--- src/rtl/mon_mem_arbiter.sv ---
// mon_mem_arbiter
//   Shares the single data-RAM port between the UART monitor and the CPU
//   load/store unit. Each requester owns a one-entry pending slot; a
//   round-robin arbiter (monitor may force priority) issues one RAM
//   transaction at a time and returns a single-cycle valid/finish pulse to
//   the owner. A cycle counter forces completion if ram_ack never arrives.
//
// Ports
//   clk, rst_n                      clock, async active-low reset
//   m_read_req/m_write_req          monitor requests (pulse or level)
//   m_adr, m_wdata                  monitor address / write data
//   m_read_valid, m_write_finish    monitor response pulses
//   c_read_req/c_write_req          CPU requests
//   c_adr, c_wdata                  CPU address / write data
//   c_read_valid, c_write_finish    CPU response pulses
//   rdata                           read data for the current owner (0 otherwise)
//   mon_prio                        monitor wins every tie
//   ram_req/ram_we/ram_adr/ram_wdata  RAM command (ram_req one cycle wide)
//   ram_ack, ram_rdata              RAM completion and read data
//   busy                            arbiter not idle
//   tmo_err, err_clr                sticky timeout flag and its clear
module mon_mem_arbiter #(
  parameter int unsigned ADR_W      = 32,
  parameter int unsigned DAT_W      = 32,
  parameter int unsigned TMO_CYCLES = 255
) (
  input  logic             clk,
  input  logic             rst_n,
  input  logic             m_read_req,
  input  logic             m_write_req,
  input  logic [ADR_W-1:0] m_adr,
  input  logic [DAT_W-1:0] m_wdata,
  output logic             m_read_valid,
  output logic             m_write_finish,
  input  logic             c_read_req,
  input  logic             c_write_req,
  input  logic [ADR_W-1:0] c_adr,
  input  logic [DAT_W-1:0] c_wdata,
  output logic             c_read_valid,
  output logic             c_write_finish,
  output logic [DAT_W-1:0] rdata,
  input  logic             mon_prio,
  output logic             ram_req,
  output logic             ram_we,
  output logic [ADR_W-1:0] ram_adr,
  output logic [DAT_W-1:0] ram_wdata,
  input  logic             ram_ack,
  input  logic [DAT_W-1:0] ram_rdata,
  output logic             busy,
  output logic             tmo_err,
  input  logic             err_clr
);

  typedef enum logic [1:0] {
    A_IDLE  = 2'd0,
    A_ISSUE = 2'd1,
    A_WAIT  = 2'd2
  } state_e;

  localparam logic       OWN_CPU  = 1'b0;
  localparam logic       OWN_MON  = 1'b1;
  // Timeout fires in the A_WAIT cycle whose count is TMO_CYCLES-1, so the
  // transaction spends exactly TMO_CYCLES cycles in A_WAIT.
  localparam logic [7:0] TMO_LAST = 8'(TMO_CYCLES - 1);

  state_e             state_q, state_d;
  logic               owner_q, owner_d;
  logic               last_owner_q, last_owner_d;
  logic [7:0]         tmo_cnt_q, tmo_cnt_d;
  logic               tmo_err_q, tmo_err_d;
  logic               ram_we_q, ram_we_d;
  logic [ADR_W-1:0]   ram_adr_q, ram_adr_d;
  logic [DAT_W-1:0]   ram_wdata_q, ram_wdata_d;

  logic               m_pend_q, m_pend_d;
  logic               m_we_q, m_we_d;
  logic [ADR_W-1:0]   m_adr_q, m_adr_d;
  logic [DAT_W-1:0]   m_wdata_q, m_wdata_d;
  logic               c_pend_q, c_pend_d;
  logic               c_we_q, c_we_d;
  logic [ADR_W-1:0]   c_adr_q, c_adr_d;
  logic [DAT_W-1:0]   c_wdata_q, c_wdata_d;

  logic               sel_owner;
  logic               in_wait, ack_fire, tmo_fire, done, m_done, c_done;

  assign in_wait  = (state_q == A_WAIT);
  assign ack_fire = in_wait & ram_ack;
  // An ack in the final allowed cycle still counts as a normal completion.
  assign tmo_fire = in_wait & ~ram_ack & (tmo_cnt_q == TMO_LAST);
  assign done     = ack_fire | tmo_fire;
  assign m_done   = done & (owner_q == OWN_MON);
  assign c_done   = done & (owner_q == OWN_CPU);

  assign m_read_valid   = m_done & ~ram_we_q;
  assign m_write_finish = m_done &  ram_we_q;
  assign c_read_valid   = c_done & ~ram_we_q;
  assign c_write_finish = c_done &  ram_we_q;
  assign rdata          = (ack_fire & ~ram_we_q) ? ram_rdata : '0;

  assign ram_req   = (state_q == A_ISSUE);
  assign ram_we    = ram_we_q;
  assign ram_adr   = ram_adr_q;
  assign ram_wdata = ram_wdata_q;
  assign busy      = (state_q != A_IDLE);
  assign tmo_err   = tmo_err_q;

  always_comb begin
    if (m_pend_q && c_pend_q) begin
      sel_owner = mon_prio ? OWN_MON : ~last_owner_q;
    end else begin
      sel_owner = m_pend_q ? OWN_MON : OWN_CPU;
    end
  end

  // Pending slots: a slot being answered this cycle counts as empty, so a
  // fresh request is captured on the same edge that retires the old one.
  always_comb begin
    m_pend_d  = m_pend_q & ~m_done;
    m_we_d    = m_we_q;
    m_adr_d   = m_adr_q;
    m_wdata_d = m_wdata_q;
    if ((!m_pend_q || m_done) && (m_read_req || m_write_req)) begin
      m_pend_d  = 1'b1;
      m_we_d    = m_write_req;
      m_adr_d   = m_adr;
      m_wdata_d = m_wdata;
    end

    c_pend_d  = c_pend_q & ~c_done;
    c_we_d    = c_we_q;
    c_adr_d   = c_adr_q;
    c_wdata_d = c_wdata_q;
    if ((!c_pend_q || c_done) && (c_read_req || c_write_req)) begin
      c_pend_d  = 1'b1;
      c_we_d    = c_write_req;
      c_adr_d   = c_adr;
      c_wdata_d = c_wdata;
    end
  end

  always_comb begin
    state_d      = state_q;
    owner_d      = owner_q;
    last_owner_d = last_owner_q;
    tmo_cnt_d    = tmo_cnt_q;
    ram_we_d     = ram_we_q;
    ram_adr_d    = ram_adr_q;
    ram_wdata_d  = ram_wdata_q;

    tmo_err_d = tmo_err_q;
    if (err_clr)  tmo_err_d = 1'b0;
    if (tmo_fire) tmo_err_d = 1'b1;

    unique case (state_q)
      A_IDLE: begin
        if (m_pend_q || c_pend_q) begin
          state_d      = A_ISSUE;
          owner_d      = sel_owner;
          last_owner_d = sel_owner;
          tmo_cnt_d    = '0;
          if (sel_owner == OWN_MON) begin
            ram_we_d    = m_we_q;
            ram_adr_d   = m_adr_q;
            ram_wdata_d = m_wdata_q;
          end else begin
            ram_we_d    = c_we_q;
            ram_adr_d   = c_adr_q;
            ram_wdata_d = c_wdata_q;
          end
        end
      end
      A_ISSUE: begin
        state_d = A_WAIT;
      end
      A_WAIT: begin
        if (done) begin
          state_d   = A_IDLE;
          tmo_cnt_d = '0;
        end else begin
          tmo_cnt_d = tmo_cnt_q + 8'd1;
        end
      end
      default: begin
        state_d = A_IDLE;
      end
    endcase
  end

  always_ff @(posedge clk or negedge rst_n) begin
    if (!rst_n) begin
      state_q      <= A_IDLE;
      owner_q      <= OWN_CPU;
      last_owner_q <= OWN_CPU;
      tmo_cnt_q    <= '0;
      tmo_err_q    <= 1'b0;
      ram_we_q     <= 1'b0;
      ram_adr_q    <= '0;
      ram_wdata_q  <= '0;
      m_pend_q     <= 1'b0;
      m_we_q       <= 1'b0;
      m_adr_q      <= '0;
      m_wdata_q    <= '0;
      c_pend_q     <= 1'b0;
      c_we_q       <= 1'b0;
      c_adr_q      <= '0;
      c_wdata_q    <= '0;
    end else begin
      state_q      <= state_d;
      owner_q      <= owner_d;
      last_owner_q <= last_owner_d;
      tmo_cnt_q    <= tmo_cnt_d;
      tmo_err_q    <= tmo_err_d;
      ram_we_q     <= ram_we_d;
      ram_adr_q    <= ram_adr_d;
      ram_wdata_q  <= ram_wdata_d;
      m_pend_q     <= m_pend_d;
      m_we_q       <= m_we_d;
      m_adr_q      <= m_adr_d;
      m_wdata_q    <= m_wdata_d;
      c_pend_q     <= c_pend_d;
      c_we_q       <= c_we_d;
      c_adr_q      <= c_adr_d;
      c_wdata_q    <= c_wdata_d;
    end
  end

endmodule

--- config.mk ---
export PLATFORM = sky130hd
export DESIGN_NAME = mon_mem_arbiter
export DESIGN_NICKNAME = d
export VERILOG_FILES = /design/src/rtl/mon_mem_arbiter.sv
export SDC_FILE = /design/constraint.sdc
export NUM_CORES = 1
export LEC_CHECK = 0
export CAP_MARGIN = 20
export CORE_ASPECT_RATIO = 1.25
export CORE_MARGIN = 5
export CORE_UTILIZATION = 43
export DETAILED_ROUTE_END_ITERATION = 8
export PLACE_DENSITY = 0.77
export SLEW_MARGIN = 30
export SYNTH_ARGS = -nofsm -noshare
export SYNTH_HDL_FRONTEND = slang
export SYNTH_SLANG_ARGS = --single-unit
--- constraint.sdc ---
create_clock -name clk -period 2.35 [get_ports clk]
set_input_delay 0.3525 -clock clk [delete_from_list [all_inputs] [get_ports clk]]
set_output_delay 0.3525 -clock clk [all_outputs]
set_load 0.02 [all_outputs]
==> results of run 1 <==
through the flow:
stage          hold WS [ns]  TNS [ns]
3_3_place_gp          0.337    -25.56
6_report              0.361         0
4_1_cts               0.363         0
5_1_grt               0.389    -0.140
3_5_place_dp          0.340    -32.20
2_1_floorplan        0.0569         0
cells by family (layout without fill, tap and decap cells):
kind of cell	count (synthesis)	in the layout	share of synthesized area (%)
xor+xnor	1	1	0.0969
simple gates	138	138	7.37
fa+ha+maj	2	2	0.277
buf+inv	46	354	2.58
other cells	0	4	0
flops	209	209	57.9
compound gates	92	92	6.05
mux	194	194	25.8
critical path, stage by stage (launching register included):
cell             delay [ns]
dfrtp_1                0.40
nand2b_4               0.17
nor3b_4                0.21
buf_12                 0.14
clkbuf_16              0.13
and2_1                 0.11
clkdlybuf4s15_2        0.25
state kept, by name (all words and copies together) (netlist names):
register,count
c_adr_q,32
c_pend_q,1
c_wdata_q,32
c_we_q,1
last_owner_q,1
m_adr_q,32
m_pend_q,1
m_wdata_q,32
m_we_q,1
ram_adr,32
ram_wdata,32
ram_we,1
state_q,2
tmo_cnt_q,8
tmo_err,1
report_power, final:
group / internal (mW) / total [mW] / switching [mW]
logic: 3.65 / 6.72 / 3.07
clock network: 2.08 / 3.51 / 1.43
registers: 5.38 / 6.41 / 1.03
total: 11.1 / 16.6 / 5.53
timing repair:
item	4_1_cts	5_1_grt
buffers inserted	0	1
resized for setup	117	31
hold buffers	1	0
cloned	0	2
pin swaps	0	1
endpoints found under the hold margin	49	0
endpoints found under the setup margin	36	60
routing by layer:
layer  vias up  track usage, %
met5         -               0
met4         2            6.45
met3        46            3.93
met2       211            33.5
met1      3086            22.0
li1       2965               -
area by class of cell:
| class | instances | area [µm²] | area share (%) |
|---|---|---|---|
| Timing Repair Buffer | 309 | 3110 | 23.7 |
| Multi-Input combinational cell | 427 | 3630 | 27.8 |
| Clock inverter | 11 | 124 | 0.947 |
| Clock buffer | 29 | 617 | 4.72 |
| Antenna cell | 4 | 10.0 | 0.0765 |
| Inverter | 5 | 18.8 | 0.144 |
| Sequential cell | 209 | 5230 | 40.0 |
| Tap cell | 274 | 343 | 2.62 |
placed cells by master (no fill, tap or decap), types with 5 or more instances in the layout:
cell,count
mux2i_1,66
buf_12,13
and2_1,32
mux2_2,63
buf_4,24
clkbuf_16,23
clkdlybuf4s15_2,13
inv_1,5
nand2_1,77
clkbuf_8,5
buf_2,19
o21ai_0,74
dfrtp_1,209
clkdlybuf4s50_1,235
mux2_1,5
clkinv_2,5
mux2_4,60
final timing paths:
path                                          start                        end  slack [ns]  cells past startpoint
hold reg to reg            tmo_cnt_q[7]$_DFFE_PN0P_   tmo_cnt_q[7]$_DFFE_PN0P_        0.47                      1
min in group clk                            err_clr        tmo_err$_DFFE_PN0P_        0.45                      2
setup / recovery             state_q[0]$_DFFE_PN0P_                   rdata[1]        0.07                      6
max in group asynchronous                     rst_n  ram_wdata[12]$_DFFE_PN0P_        1.27                      3
setup reg to reg           tmo_cnt_q[0]$_DFFE_PN0P_   c_wdata_q[1]$_DFFE_PN0P_        0.12                      9
hold / removal                                rst_n    ram_adr[17]$_DFFE_PN0P_        0.36                      2
==> metrics, run 1 <==
Nets approximately 1100; fillers around 1600; CTS buffer count 22; fin worst setup slack just over 0.07 ns; global-route usage over all layers a little under a fifth; final core utilization about 63%; Clock Latency Late Sink approximately 0.50 ns; TritonCTS Sinks 209; max cap viols 0; htree depth 1; placed cells ~1200; total grt overflow 0; Synth area leaders dfrtp_1 (58%), mux2_4 (10%), mux2_2 (7.9%), mux2i_1 (7.3%), o21ai_0 (4.1%); area leader, netlist dfrtp_1; DP HPWL roughly 17000 µm; Worst Setup Start Kind flip-flop; Pwr Density 1270 nW/µm²; global-route wire length before repair about 36000 µm; WL met3 around 1300 µm; row count 59; layout cell share with drive strength beyond 1 25.1%; max-slew violations 0; Commonest cells post-synth dfrtp_1 (209), nand2_1 (77), o21ai_0 (74), mux2i_1 (66), mux2_2 (63); number of DRC markers in iteration 0 around 280; placed cell areas between 10000 and 15000 µm²; initial antenna violation count 3; die area between 20000 and 25000 µm²; Synth top area share 57.9%; vias per cell roughly 5; vias in the first global route between 6000 and 7000; largest net degree at the start of global routing 68; Required @ worst endpoint approximately 2 ns; GPL Wtd Cong 0.810; syn_nets 853; vias 6310; Die Ht between 150 and 200 µm; fraction of registers with async set/reset 100%; period utilization between 90% and 100%; Post-DRT Antenna Nets 0; Max Root-Sink Buffers 3; finished layout cell area around 13000 µm²; clock root cell clkbuf_16; Place WS -0.266 ns; count leader, synth dfrtp_1; CTS tree done; Post-synth EDFFs 0; RSZ-0062 raised after global routing yes; Seq/Total Area, Yosys just under 60%; status complete, no violations; flop and latch count out of synthesis 209; First-pass DRT Iterations 4; final clock skew 0.0113 ns; Setup crit end kind output pin; peak supply drop ~0.71 mV; Syn Area/Cell 13.2 µm²; Fmax around 0.44 GHz; Slew headroom 61.2%; Synth-to-Final Area Change 44.7%; Final min period about 2.3 ns; Synth cell types 38; met2 routed WL between 10000 and 15000 µm; total power roughly 17 mW; I/O pin cnt between 200 and 300; Syn Inst Count 682; P_leak 5.63 nW; Final Hold Fails 0; clock slew at reported path FFs 0.06 ns; drc violations 0; Most used DFF post-synth dfrtp_1; # setup viols final 0; Ys Warns 0; initial core utilization 43.6%; worst hold path class in2async; DIE WIDTH approximately 140 µm; Slew @ Worst Pin ~0.58 ns; # port buffers roughly 270; M1 wire length a little over 9000 µm; Final Instance Count excl. Fillers 1268; core area slightly above 20000 µm²; total routed wirelength about 23000 µm; Crit Path Category reg2out; CP Max Fanout 8; DR top layer met5; Routed WL per cell approximately 18 µm; critical path arrival a little under 2 ns; Syn Std Cell Area approximately 9000 µm²
Note: power is estimated with default switching activity, not from simulation.
==> inputs of run 2 (changes only) <==
CORE_ASPECT_RATIO = 1.75   (was 1.25)
SLEW_MARGIN = 20   (was 30)
==> run 2 against run 1 <==
  * First-iteration DRC count is 1.8% lower
  * Final cell count is 1.9% lower
  * Clock power is 12% lower
  * Via count is 0.52% higher
  * Die area is 0.40% higher
  * Clock-buffer cell count is 2 lower
  * Critical path type is now reg2reg
  * Largest cell class unchanged
  * Highest routed layer is now met4
==> metrics, run 2 (synthesis results as in run 1) <==
Nets 1144 (-0.087%); worst hold path class in2async; Setup crit end kind flip-flop; fillers 1640 (+1.9%); vias in the first global route 6818 (+3.8%); Die Ht 202 µm (+17%); Slew @ Worst Pin 0.621 ns (+0.0430 ns); largest net degree at the start of global routing 72 (+5.9%); CP cell instances inv_1, ha_2, and4b_2, a21oi_4, buf_4, o32ai_4, buf_12, buf_12, mux2_2; # port buffers 272 (unchanged); vias 6343 (+0.52%); Pwr Density 1260 nW/µm² (-0.86%); Post-DRT Antenna Nets 0 (unchanged); CP most frequent cell buf_12; # setup viols final 0 (unchanged); total power 16.3 mW (-1.8%); commonest non-fill, non-tap cells in the layout clkdlybuf4s50_1 (235), dfrtp_1 (209), nand2_1 (77), o21ai_0 (74), mux2i_1 (66); Critical Path Slowest Stage Cell dfrtp_1; clock root cell clkbuf_16; Slew headroom 58.3% (-2.9 points); Required @ worst endpoint 2.71 ns (+0.71 ns); P_leak 5.59 nW (-0.74%); Final Hold Fails 0 (unchanged); Crit path largest cell delay 0.38 ns (-0.02 ns); peak supply drop 0.830 mV (+17%); worst hold slack 0.447 ns (+0.0856 ns); global-route usage over all layers 19.4% (+0.91 points); drc violations 0 (unchanged); critical path arrival 2.65 ns (+0.72 ns); DP HPWL 17500 µm (+5.7%); final clock skew 0.0120 ns (+0.000740 ns); Clock Latency Late Sink 0.49 ns (about the same); period utilization 97.1% (+0.16 points); TritonCTS Sinks 209 (unchanged); die area 24100 µm² (+0.40%); Synth-to-Final Area Change 43.3%; max cap viols 0 (unchanged); Worst Setup Start Kind flip-flop; total grt overflow 0 (unchanged); I/O pin cnt 273 (unchanged); status complete, no violations; placed cells 1196 (-2.0%); max-slew violations 0 (unchanged); Place WS -0.266 ns (-0.0000500 ns); CTS buffer count 20 (-9.1%); row count 70 (+19%); Max Root-Sink Buffers 3 (unchanged); Routed WL per cell 19.8 µm (+7.3%); fin worst setup slack 0.0673 ns (-0.00379 ns); initial antenna violation count 7 (+4); DIE WIDTH 120 µm (-14%); Final Instance Count excl. Fillers 1244 (-1.9%); cell family with most CP delay buffers and inverters; clock slew at reported path FFs 0.07 ns (about the same); Fmax 0.438 GHz (-0.17%); Setup TNS 0 ns (unchanged); RSZ-0062 raised after global routing yes; htree depth 1 (unchanged); critical path launch point tmo_cnt_q[0]$_DFFE_PN0P_; total routed wirelength 24600 µm (+5.3%); Crit Path Category reg2reg; initial core utilization 43.3% (-0.21 points); worst path buffer plus inverter count 4 (+1); FF/Latch Area 5230 µm² (unchanged); Final min period 2.28 ns (+0.00379 ns); global-route wire length before repair 37200 µm (+3.6%); vias per cell 5.10 (+2.5%); number of DRC markers in iteration 0 276 (-1.8%); core area 20800 µm² (+0.49%); First-pass DRT Iterations 4 (unchanged); CTS tree done; Reg-to-Reg Start tmo_cnt_q[0]$_DFFE_PN0P_; CP Max Fanout 28 (+20); multi-input logic area 3640 µm² (+0.38%); GPL Wtd Cong 0.807 (-0.36%); layout cell share with drive strength beyond 1 24.9% (-0.18 points); most common cell after layout, fill and taps aside clkdlybuf4s50_1
run 2: cell types whose count changed in the layout (fill, tap and decap cells not counted), moves of 2 or more:
cell	before	now
clkbuf_2	0	26
buf_2	19	2
clkdlybuf4s15_2	13	3
diode_2	4	7
buf_12	13	15
bufinv_16	2	0
run 2: worst paths after layout:
path | to | slack [ns] | depth (start not counted)
setup reg to reg | m_adr_q[21]$_DFFE_PN0P_ | 0.07 | 9
hold / removal | m_wdata_q[14]$_DFFE_PN0P_ | 0.45 | 2
min in group clk | tmo_err$_DFFE_PN0P_ | 0.45 | 2
setup / recovery | m_adr_q[21]$_DFFE_PN0P_ | 0.07 | 9
hold reg to reg | tmo_cnt_q[7]$_DFFE_PN0P_ | 0.47 | 1
max in group asynchronous | m_adr_q[28]$_DFFE_PN0P_ | 1.19 | 3
run 2: area by class of cell:
| type | count | area share, % |
|---|---|---|
| Antenna cell | 7 | 0.135 |
| Clock buffer | 27 | 4.54 |
| Clock inverter | 7 | 0.329 |
| Inverter | 5 | 0.145 |
| Multi-Input combinational cell | 427 | 28.1 |
| Sequential cell | 209 | 40.4 |
| Tap cell | 252 | 2.43 |
| Timing Repair Buffer | 310 | 23.9 |
run 2: timing repair:
item / in CTS / in global routing
resized for setup: 72 / 60
endpoints found under the setup margin: 36 / 116
pin swaps: 0 / 3
buffers inserted: 0 / 4
hold endpoints to repair: 66 / 0
gates cloned: 0 / 2
hold buffers: 1 / 0
run 2: worst reg2reg max path, cell delays in order, from the launching register on:
cell and delay [ns]:
dfrtp_1 0.38, inv_1 0.06, ha_2 0.17, and4b_2 0.26, a21oi_4 0.06, buf_4 0.18
o32ai_4 0.30, buf_12 0.16, buf_12 0.21, mux2_2 0.38
run 2: per-stage QoR:
step | util [%] | cell area, µm²
after floorplan | - | 9040
after global placement | 59.0 | 12300
after detailed placement | 59.0 | 12300
after CTS | 61.8 | 12900
after global routing | 62.1 | 12900
final | 62.1 | 12900
run 2: metal layers:
layer	up-vias	track usage [%]	wire length, µm
met5	-	0	0
met4	0	7.99	911
met3	48	4.61	1620
met2	243	37.1	13500
met1	3098	19.9	8530
li1	2954	-	-
run 2: where the power goes:
group	total, mW	switching (mW)	internal [mW]
Clock	3.10	1.34	1.76
Combinational	6.81	3.14	3.68
Sequential	6.42	1.04	5.38
Total	16.3	5.52	10.8
